[src/rtl/dcache_resp_formatter_pkg.sv]
// rtl/dcache_resp_formatter_pkg.sv - shared types and sizes for the dcache response formatter
package dcache_resp_formatter_pkg;

   localparam int NUM_TAGS = 128;
   localparam int TAG_W    = 7;
   localparam int DATA_W   = 64;
   localparam int CNT_W    = 8;

   typedef enum logic [1:0] {
      TAG_IDLE    = 2'd0,
      TAG_PENDING = 2'd1,
      TAG_KILLED  = 2'd2
   } tag_state_t;

   typedef struct packed {
      logic [3:0] size;
      logic [2:0] offset;
      logic       is_load;
   } rsp_meta_t;

endpackage

[src/rtl/dcache_resp_formatter_if.sv]
// rtl/dcache_resp_formatter_if.sv - request/kill/response/writeback bundle for the formatter
interface dcache_resp_formatter_if;
   import dcache_resp_formatter_pkg::*;

   logic              req_fire_i;
   logic [TAG_W-1:0]  req_tag_i;
   logic [3:0]        req_size_i;
   logic [2:0]        req_offset_i;
   logic              req_is_load_i;
   logic              kill_i;
   logic              rsp_valid_i;
   logic [TAG_W-1:0]  rsp_tag_i;
   logic [DATA_W-1:0] rsp_rdata_i;
   logic              wb_valid_o;
   logic [TAG_W-1:0]  wb_tag_o;
   logic [DATA_W-1:0] wb_data_o;
   logic              wb_is_store_o;
   logic [CNT_W-1:0]  outstanding_o;
   logic              err_o;

   modport master (
      output req_fire_i, req_tag_i, req_size_i, req_offset_i, req_is_load_i,
      output kill_i, rsp_valid_i, rsp_tag_i, rsp_rdata_i,
      input  wb_valid_o, wb_tag_o, wb_data_o, wb_is_store_o, outstanding_o, err_o
   );

   modport slave (
      input  req_fire_i, req_tag_i, req_size_i, req_offset_i, req_is_load_i,
      input  kill_i, rsp_valid_i, rsp_tag_i, rsp_rdata_i,
      output wb_valid_o, wb_tag_o, wb_data_o, wb_is_store_o, outstanding_o, err_o
   );

endinterface

[src/rtl/dcache_resp_formatter_align.sv]
// rtl/dcache_resp_formatter_align.sv - combinational byte-align and sign/zero extend of a load word
module dcache_load_align
   import dcache_resp_formatter_pkg::*;
(
   input  logic [DATA_W-1:0] rdata,
   input  logic [2:0]        size,
   input  logic [2:0]        offset,
   output logic [DATA_W-1:0] data
);

   logic [DATA_W-1:0] shifted;
   logic              sx;

   always_comb begin
      shifted = rdata >> {offset, 3'b000};
      sx      = 1'b0;
      data    = shifted;
      // size[2] selects zero-extension; otherwise replicate the top bit of the access
      case (size[1:0])
         2'd0: begin
            sx   = ~size[2] & shifted[7];
            data = {{(DATA_W-8){sx}}, shifted[7:0]};
         end
         2'd1: begin
            sx   = ~size[2] & shifted[15];
            data = {{(DATA_W-16){sx}}, shifted[15:0]};
         end
         2'd2: begin
            sx   = ~size[2] & shifted[31];
            data = {{(DATA_W-32){sx}}, shifted[31:0]};
         end
         default: data = shifted;
      endcase
   end

endmodule

[src/rtl/dcache_resp_formatter.sv]
// rtl/dcache_resp_formatter.sv - per-tag tracking of dcache requests and registered writeback formatting
module dcache_resp_formatter
   import dcache_resp_formatter_pkg::*;
(
   input  logic                     clk_i,
   input  logic                     rstn_i,
   dcache_resp_formatter_if.slave   bus
);

   tag_state_t        state_q [NUM_TAGS];
   tag_state_t        state_d [NUM_TAGS];
   rsp_meta_t         meta_q  [NUM_TAGS];
   tag_state_t        rsp_state;
   tag_state_t        req_state;
   logic              rsp_retire;
   logic              rsp_err;
   logic              wb_fire;
   logic              req_accept;
   logic              req_err;
   logic [CNT_W-1:0]  cnt_q;
   logic [CNT_W:0]    cnt_sum;
   logic              err_q;
   logic [DATA_W-1:0] aligned;
   logic [DATA_W-1:0] wb_data_d;
   logic              wb_valid_q;
   logic [TAG_W-1:0]  wb_tag_q;
   logic [DATA_W-1:0] wb_data_q;
   logic              wb_is_store_q;

   always_comb begin
      rsp_state  = state_q[bus.rsp_tag_i];
      req_state  = state_q[bus.req_tag_i];
      rsp_retire = bus.rsp_valid_i && (rsp_state != TAG_IDLE);
      rsp_err    = bus.rsp_valid_i && (rsp_state == TAG_IDLE);
      wb_fire    = bus.rsp_valid_i && (rsp_state == TAG_PENDING) && !bus.kill_i;
      // a response retiring the same tag frees it for an issue in the same cycle
      req_accept = bus.req_fire_i &&
                   ((req_state == TAG_IDLE) || (rsp_retire && (bus.rsp_tag_i == bus.req_tag_i)));
      req_err    = bus.req_fire_i && !req_accept;
      cnt_sum    = {1'b0, cnt_q} + (CNT_W+1)'(req_accept) - (CNT_W+1)'(rsp_retire);
   end

   // later assignments take priority: kill, then retire, then new issue
   always_comb begin
      for (int i = 0; i < NUM_TAGS; i++) begin
         state_d[i] = state_q[i];
         if (bus.kill_i && (state_q[i] == TAG_PENDING))
            state_d[i] = TAG_KILLED;
         if (rsp_retire && (bus.rsp_tag_i == TAG_W'(i)))
            state_d[i] = TAG_IDLE;
         if (req_accept && (bus.req_tag_i == TAG_W'(i)))
            state_d[i] = TAG_PENDING;
      end
   end

   always_ff @(posedge clk_i or negedge rstn_i) begin
      if (!rstn_i) begin
         for (int i = 0; i < NUM_TAGS; i++) begin
            state_q[i] <= TAG_IDLE;
            meta_q[i]  <= '0;
         end
      end else begin
         for (int i = 0; i < NUM_TAGS; i++)
            state_q[i] <= state_d[i];
         if (req_accept)
            meta_q[bus.req_tag_i] <= '{size:    bus.req_size_i,
                                      offset:  bus.req_offset_i,
                                      is_load: bus.req_is_load_i};
      end
   end

   dcache_load_align u_align (
      .rdata  (bus.rsp_rdata_i),
      .size   (meta_q[bus.rsp_tag_i].size[2:0]),
      .offset (meta_q[bus.rsp_tag_i].offset),
      .data   (aligned)
   );

   assign wb_data_d = meta_q[bus.rsp_tag_i].is_load ? aligned : '0;

   // a carry/borrow out of the counter means the tag accounting broke
   always_ff @(posedge clk_i or negedge rstn_i) begin
      if (!rstn_i) begin
         cnt_q         <= '0;
         err_q         <= 1'b0;
         wb_valid_q    <= 1'b0;
         wb_tag_q      <= '0;
         wb_data_q     <= '0;
         wb_is_store_q <= 1'b0;
      end else begin
         cnt_q      <= cnt_sum[CNT_W-1:0];
         err_q      <= err_q | rsp_err | req_err | cnt_sum[CNT_W];
         wb_valid_q <= wb_fire;
         if (wb_fire) begin
            wb_tag_q      <= bus.rsp_tag_i;
            wb_data_q     <= wb_data_d;
            wb_is_store_q <= ~meta_q[bus.rsp_tag_i].is_load;
         end
      end
   end

   assign bus.wb_valid_o    = wb_valid_q;
   assign bus.wb_tag_o      = wb_tag_q;
   assign bus.wb_data_o     = wb_data_q;
   assign bus.wb_is_store_o = wb_is_store_q;
   assign bus.outstanding_o = cnt_q;
   assign bus.err_o         = err_q;

endmodule

[src/flat_wrapper.sv]
// flat-port wrapper written by rule: the top's interface ports become plain ports
module dcache_resp_formatter_flat import dcache_resp_formatter_pkg::*;
  (clk_i, rstn_i, bus_req_fire_i, bus_req_tag_i, bus_req_size_i, bus_req_offset_i, bus_req_is_load_i, bus_kill_i, bus_rsp_valid_i, bus_rsp_tag_i, bus_rsp_rdata_i, bus_wb_valid_o, bus_wb_tag_o, bus_wb_data_o, bus_wb_is_store_o, bus_outstanding_o, bus_err_o);
  dcache_resp_formatter_if bus_i ();
  input  logic clk_i;
  input  logic rstn_i;
  input wire logic [$bits(bus_i.req_fire_i)-1:0] bus_req_fire_i;
  input wire logic [$bits(bus_i.req_tag_i)-1:0] bus_req_tag_i;
  input wire logic [$bits(bus_i.req_size_i)-1:0] bus_req_size_i;
  input wire logic [$bits(bus_i.req_offset_i)-1:0] bus_req_offset_i;
  input wire logic [$bits(bus_i.req_is_load_i)-1:0] bus_req_is_load_i;
  input wire logic [$bits(bus_i.kill_i)-1:0] bus_kill_i;
  input wire logic [$bits(bus_i.rsp_valid_i)-1:0] bus_rsp_valid_i;
  input wire logic [$bits(bus_i.rsp_tag_i)-1:0] bus_rsp_tag_i;
  input wire logic [$bits(bus_i.rsp_rdata_i)-1:0] bus_rsp_rdata_i;
  output wire logic [$bits(bus_i.wb_valid_o)-1:0] bus_wb_valid_o;
  output wire logic [$bits(bus_i.wb_tag_o)-1:0] bus_wb_tag_o;
  output wire logic [$bits(bus_i.wb_data_o)-1:0] bus_wb_data_o;
  output wire logic [$bits(bus_i.wb_is_store_o)-1:0] bus_wb_is_store_o;
  output wire logic [$bits(bus_i.outstanding_o)-1:0] bus_outstanding_o;
  output wire logic [$bits(bus_i.err_o)-1:0] bus_err_o;
  assign bus_i.req_fire_i = bus_req_fire_i;
  assign bus_i.req_tag_i = bus_req_tag_i;
  assign bus_i.req_size_i = bus_req_size_i;
  assign bus_i.req_offset_i = bus_req_offset_i;
  assign bus_i.req_is_load_i = bus_req_is_load_i;
  assign bus_i.kill_i = bus_kill_i;
  assign bus_i.rsp_valid_i = bus_rsp_valid_i;
  assign bus_i.rsp_tag_i = bus_rsp_tag_i;
  assign bus_i.rsp_rdata_i = bus_rsp_rdata_i;
  assign bus_wb_valid_o = bus_i.wb_valid_o;
  assign bus_wb_tag_o = bus_i.wb_tag_o;
  assign bus_wb_data_o = bus_i.wb_data_o;
  assign bus_wb_is_store_o = bus_i.wb_is_store_o;
  assign bus_outstanding_o = bus_i.outstanding_o;
  assign bus_err_o = bus_i.err_o;
  dcache_resp_formatter u_core (.clk_i(clk_i), .rstn_i(rstn_i), .bus(bus_i));
endmodule
[config.mk]
export PLATFORM = sky130hd
export DESIGN_NAME = dcache_resp_formatter_flat
export DESIGN_NICKNAME = d
export VERILOG_FILES = /design/src/rtl/dcache_resp_formatter_pkg.sv /design/src/rtl/dcache_resp_formatter_if.sv /design/src/rtl/dcache_resp_formatter_align.sv /design/src/rtl/dcache_resp_formatter.sv /design/src/flat_wrapper.sv
export SDC_FILE = /design/constraint.sdc
export NUM_CORES = 2
export LEC_CHECK = 0
export BUFFER_PORTS_ARGS = -buffer_cell sky130_fd_sc_hd__buf_2
export CAP_MARGIN = 0
export CORE_ASPECT_RATIO = 1.75
export CORE_UTILIZATION = 48
export CTS_CLUSTER_SIZE = 8
export DETAILED_ROUTE_END_ITERATION = 10
export GPL_TIMING_DRIVEN = 0
export PLACE_DENSITY = 0.6
export SKIP_CTS_REPAIR_TIMING = 1
export SLEW_MARGIN = 0
export SYNTH_ARGS = -nofsm -noshare
export SYNTH_HDL_FRONTEND = slang
export SYNTH_SLANG_ARGS = --single-unit
[constraint.sdc]
create_clock -name clk_i -period 6.6 [get_ports clk_i]
set_input_delay 1.32 -clock clk_i [delete_from_list [all_inputs] [get_ports clk_i]]
set_output_delay 1.32 -clock clk_i [all_outputs]
set_load 0.05 [all_outputs]
# Word level (Yosys, flattened, before mapping)
# Cells that the tools add are included.
[totals] regBits=1362 latch_bits=0 mem_bits_rw=0 mem_bits_ro=0 in_bits=91 output_inout_bits=82 n_memories=0
[op_classes] add_sub_neg=2 multipliers=0 n_div=0 n_lt_le_gt_ge=3 n_eq_ne=386 shifts=1 mux=398 n_bitwise=10 reduce_logical=529
[ops] cell="1024-bit bitwise mux" count=1
[ops] cell="7-bit == test (second input constant)" count=128
[ops] cell="2-bit 2-to-1 mux" count=388
[ops] cell="7-bit by 6-bit == test with 1-bit output (second input constant)" count=64
[ops] cell="1-bit logical AND" count=392
[ops] cell="3-bit nonzero test" count=128
[ops] cell="2-bit by 1-bit == test with 1-bit output (second input constant)" count=130
[ops] cell="7-bit by 5-bit == test with 1-bit output (second input constant)" count=32
[ops] cell="64-bit case mux with 3 select lines" count=1
[ops] cell="7-bit by 4-bit == test with 1-bit output (second input constant)" count=16
[ops] cell="64-bit 2-to-1 mux" count=1
[ops] cell="64-bit by 6-bit >> shifter with 64-bit output" count=1
[ops] cell="8-bit binary-select mux with 7-bit select" count=1
[ops] cell="8-bit demux with 7-bit select" count=1
[ops] cell="7-bit by 3-bit == test with 1-bit output (second input constant)" count=8
[ops] cell="2-bit binary-select mux with 7-bit select" count=2
[ops] cell="7-bit by 2-bit == test with 1-bit output (second input constant)" count=4
[ops] cell="8-bit greater-or-equal comparator (second input constant)" count=2
[ops] cell="7-bit inverter with 8-bit output" count=2
[ops] cell="7-bit by 1-bit == test with 1-bit output (second input constant)" count=2
[ops] cell="7-bit zero test" count=2
[ops] cell="7-bit 2-to-1 mux" count=2
[ops] cell="8-bit by 1-bit adder with 9-bit output" count=1
[ops] cell="9-bit by 1-bit subtractor with 9-bit output" count=1
[ops] cell="11 further kinds" count=19

# Longest topological paths before layout
[depth] ltp_word=13 depth_mapped=26

# By module
# A second synthesis with hierarchy kept.
[unflattened] hier_cells=4622 hier_area_um2=63239.4
[modules_own_cells] mod="dcache_resp_formatter" instances=1 cells_each=4358 area_each_um2=60939.7 seq_area_each_um2=30879.6
[modules_own_cells] mod="dcache_load_align" instances=1 cells_each=264 area_each_um2=2299.7 seq_area_each_um2=0.0

# Worst setup path after synthesis
# OpenSTA, ideal clock, no wires.
[synth_timing] kind="in2reg" startpoint="input port bus_rsp_tag_i[0]" endpoint="register u_core.err_q (netlist: u_core.bus.err_o)" setup_time_ps=126 arrival_time_ps=5577 required_ps=6474 setup_slack_ps=897 cell_stages=23 n_path_buf=2 path_cell_list="buf_4 buf_2 mux4_2 mux4_2 mux4_2 nor3_1 nor3b_1 ha_1 inv_1 ha_1 inv_1 fa_1 inv_1 a21oi_1 o21ai_0 a21oi_1 nor2_1 o21ai_0 nand2b_1 a21oi_1 xnor2_1 nor2_1 nand3_1"
[synth_between] elab_chain_len=13 elab_cells_between_ends=19
[synth_rtl] item="start, declared" line="flat_wrapper.sv:14" rtl="input wire logic [$bits(bus_i.rsp_tag_i)-1:0] bus_rsp_tag_i;"
[synth_rtl] item="parallel branches: the longest is 12 deep, another holds 8-bit by 1-bit adder with 9-bit output"
[synth_rtl] item="1-bit bitwise OR *" line="dcache_resp_formatter.sv:92" rtl="err_q <= err_q | rsp_err | req_err | cnt_sum[CNT_W];"
[synth_rtl] item="end signal, assigned" line="dcache_resp_formatter.sv:92"
[synth_rtl] item="end, declared" line="dcache_resp_formatter.sv:22" rtl="logic err_q;"
# Every way passes the cells marked *. The select of a mux whose other input is x is not followed.
# A chain may end at the register's enable or synchronous reset.

# Worst setup path after layout
[layout_timing] startpoint="input port bus_rsp_tag_i[3]" endpoint="register u_core.wb_data_q[46] (netlist: u_core.bus.wb_data_o[46])"
[layout_between] elab_chain_len=8 elab_cells_between_ends=20
[layout_rtl] item="7-bit inverter with 8-bit output (implied by the code) *"
[layout_rtl] item="8-bit binary-select mux with 7-bit select" line="dcache_resp_formatter.sv:74, dcache_resp_formatter.sv:75, dcache_resp_formatter.sv:79"
[layout_rtl] item="7-bit 2-to-1 mux (implied by the code) (2 in a row)" line="dcache_resp_formatter.sv:74" rtl=".size (meta_q[bus.rsp_tag_i].size[2:0]),"
[layout_rtl] item="64-bit by 6-bit >> shifter with 64-bit output / 1-bit inverter (equally long branches)"
[layout_rtl] item="1-bit AND, on equally long branches" line="dcache_resp_formatter_align.sv:29, dcache_resp_formatter_align.sv:21, dcache_resp_formatter_align.sv:25"
[layout_rtl] item="64-bit case mux with 3 select lines" line="dcache_resp_formatter_align.sv:19" rtl="case (size[1:0])"
[layout_rtl] item="64-bit 2-to-1 mux" line="dcache_resp_formatter.sv:79" rtl="assign wb_data_d = meta_q[bus.rsp_tag_i].is_load ? aligned : '0;"
[layout_rtl] item="end signal, assigned" line="dcache_resp_formatter.sv:96" rtl="wb_data_q <= wb_data_d;"
[layout_rtl] item="end, declared" line="dcache_resp_formatter.sv:27" rtl="logic [DATA_W-1:0] wb_data_q;"
# Mark *: on every way between the ends. The rest lies on a longest branch, timed or not. The select of a mux whose other input is x is not followed.

==> impl_results.md <==
* Status: complete, but fails checks
* Failing checks: capacitance limit, slew limit, setup timing
* Top-Level Pins at 173
* Initial Util at 0.483
* Routed via count at about 54000
* CP top delay family: buffers and inverters
* Hold WS at 0.355 ns
* Clock root cell: clkbuf_16
* Syn avg cell area at around 10 sq um
* HP Class: input port to async pin
* Library cells used by synthesis at 74
* Clock Power Share at 0.413
* TritonCTS Buffers at around 170
* Die Y at around 460 microns
* Fraction of layout cells with a size suffix above 1 at 0.148
* H-tree lvl count at 4
* CP Cell Sequence: buf_2 -> buf_2 -> buf_4 -> clkbuf_4 -> clkbuf_4 -> clkbuf_4 -> mux4_2 -> a22oi_1 -> o21ai_0 -> o22ai_2 -> buf_4 -> buf_2 -> nor2_1 -> clkbuf_1 -> o211ai_1 -> nand2_1 -> o21ai_1
* Total grt overflow at 0
* Hpwl dp at around 230000 microns
* Post-Syn Area at approximately 0.059 sq mm
* Int Pwr at about 0.014 W
* Crit. End Element: register
* Max Fclk at between 100 and 150 MHz
* Final antenna-violating net count at 0
* Die area at around 0.12 sq mm
* DRC violations left at 0
* Psw at 0.00604 W
* Unrepaired setup endpoints after global routing: true
* Initial antenna violation count at 27
* Nets at about 6100
* Critical Path AT at roughly 7.6 ns
* Sequential area share after synthesis at 0.528
* R2R cell count at 12
* RR Startpoint: u_core.meta_q[18]
* WP data required at 7.37 ns
* WP buf/inv at 9
* Routed vias/inst at 7.10
* Crit path from: bus_rsp_tag_i[3]
* # setup viols final at between 40 and 50
* Post-synth EDFFs at 0
* Number of global-route vias before repair at about 53000
* Hold Fails Final Rpt at 0
* Die width at 266 microns
* Setup CP Type: input port to register
* Max Root-Sink Buffers at 3
* Setup TNS at -4.96 ns
* Design area at roughly 0.067 sq mm
* Core ar. at between 0.1 and 0.15 sq mm
* Ys Warns at 0
* CTS Sinks at between 1000 and 1500
* Worst slew pin tran at between 1.5 and 2 ns
* Final worst slack at -0.267 ns
* Switching share of power at 0.305
* Asr flop ratio synth at 1.00
* P_leak at around 29 nW
* CP Launch Type: input port
* Cell Pwr Density at between 200 and 300 mW/mm^2
* Placed Area at roughly 0.062 sq mm
* Area share of the largest cell type after synthesis at 0.528
* Crit-path max FO at 10
* Mapped Nets at between 5000 and 6000
* Reg power frac at 0.432
* Max-slew headroom at -0.0641
* Comb pwr share at 0.155
* First-pass GRT wire length at 441000 microns
* Reg2reg end: u_core.bus.wb_data_o[45]
* Max VDD drop at between 200 and 250 uV
* Drt total wl at ~320000 microns
* Routability cong. at approximately 1.1
* Standard-cell rows at 169
* CTS tree: built
* WL/cell at approximately 42 microns
* Max incr delay on CP at about 0.66 ns
* Clk Latency, worst-skew pair at roughly 0.86 ns
* Slowest CP cell: clkbuf_4
* Layout Skew at 0.0603 ns
* Final Cycle Share at 1.04
* Total track usage at 0.532
* Fillers at about 11000
* First-pass DRT Iterations at 8
* Area contributors post-synth: dfrtp_1 (53%), mux4_2 (12%), nand2_1 (9.2%)
* Ys flop type: dfrtp_1
* Max-slew violation count at 22
* Number of synthesized register bits at between 1000 and 1500
* Area Overhead vs Synth at 14.2%
* Yosys top cell by area: dfrtp_1
* Fin crit period at around 7 ns
* Largest net degree at the start of global routing at 170
* Worst-path clk slew at about 0.05 ns
* Max-Cap Viols at 6
* Worst reg2reg setup slack at between 1 and 1.5 ns
* Port-buffer cells at 162
* Gate Count Post-Synth at approximately 5600
* 1st-iter DRT viols at approximately 8000
==> cells by family after synthesis <==
group / share of synthesized area
muxes: 0.154
and+or+nand+nor: 0.125
buffers and inverters: 0.0332
adders and majority gates: 0.00227
DFF: 0.528
AOI/OAI and AO/OA: 0.157
xor gates and xnor gates: 0.00209
==> cells in the final DEF (no fill, tap or decap), types with 71 or more instances in the layout <==
| cell | n |
|---|---|
| buf_2 | 206 |
| o21ai_0 | 770 |
| a21oi_1 | 346 |
| o221ai_1 | 125 |
| nand2_1 | 1428 |
| mux2i_1 | 141 |
| o21ai_1 | 232 |
| clkbuf_1 | 265 |
| nor2_1 | 158 |
| dfrtp_1 | 1234 |
| mux4_2 | 311 |
| clkbuf_16 | 173 |
| nor3_1 | 71 |
==> worst reg2reg max path, cell delays in order (launching register included) <==
cell      delay [ns]
dfrtp_1         0.39
mux4_2          0.45
mux2_2          0.31
a22o_1          0.23
o21ai_0         0.72
a211o_1         0.35
clkbuf_1        0.38
clkbuf_1        0.47
clkbuf_1        0.65
mux2i_1         0.66
o211ai_1        0.35
nand2_1         0.16
o21ai_1         0.06
==> flip-flops by register name, indices dropped and copies added (netlist names) <==
signal / count
u_core.bus.wb_data_o: 64
u_core.bus.err_o: 1
u_core.bus.wb_is_store_o: 1
u_core.state_q: 256
u_core.bus.wb_valid_o: 1
u_core.meta_q: 896
u_core.bus.wb_tag_o: 7
u_core.bus.outstanding_o: 8
==> power groups by stage <==
stage | logic, W | registers [W] | clock network, W
2_1_floorplan | 0.00158 | 0.00865 | 0
6_report | 0.00308 | 0.00856 | 0.00819
3_3_place_gp | 0.00283 | 0.00866 | 0
5_1_grt | 0.00321 | 0.00861 | 0.00841
3_5_place_dp | 0.00290 | 0.00866 | 0
4_1_cts | 0.00291 | 0.00854 | 0.00812
==> final cells by class <==
cell class	count	area, sq um	area share
flip-flops and latches	1234	30900	0.462
clock buffers	174	4330	0.0648
clock inverters	15	330	0.00494
inverters	31	116	0.00174
plain buffers	393	1920	0.0287
repair buffers	188	1270	0.0190
diodes	24	60.1	0.000899
multi-input cells	3973	25900	0.387
well taps	1624	2030	0.0304
==> synth_stat cells, types with 34 or more instances <==
cell	count
a21oi_1	346
dfrtp_1	1234
mux4_2	311
a211oi_1	34
nand2_1	1429
nor3_1	78
o21ai_0	770
buf_2	60
mux2i_1	149
o221ai_1	125
o21ai_1	232
nor2_1	166
clkbuf_1	270
==> metrics by stage <==
stage                     total power, W   util  std cells  setup WS (ns)
after CTS                         0.0196  0.549       7627          -1.13
final                             0.0198  0.552       7656         -0.267
after floorplan                   0.0102      -       5631          0.897
after global routing              0.0202  0.551       7634        -0.0802
after detailed placement          0.0116  0.510       7438          -1.98
after global placement            0.0115  0.507       7417         -23.45
==> metal layers <==
metal / GRT usage / routed length (microns)
met1: 0.552 / 99100
met2: 0.776 / 141000
met3: 0.218 / 39700
met4: 0.574 / 44100
met5: 0.0191 / 228
==> worst max-delay path by stage <==
| stage | slack (ns) | cells past startpoint | end |
|---|---|---|---|
| 3_5_place_dp | -1.98 | 24 | u_core.bus.err_o |
| 4_1_cts | -1.13 | 24 | u_core.bus.err_o |
| 3_3_place_gp | -23.45 | 1 | u_core.meta_q[69] |
| 2_1_floorplan | 0.90 | 23 | u_core.bus.err_o |
| 5_1_grt | -0.08 | 27 | u_core.bus.err_o |
| 6_report | -0.27 | 17 | u_core.bus.wb_data_o[46] |
No activity file was read; power rests on OpenSTA's default activity.
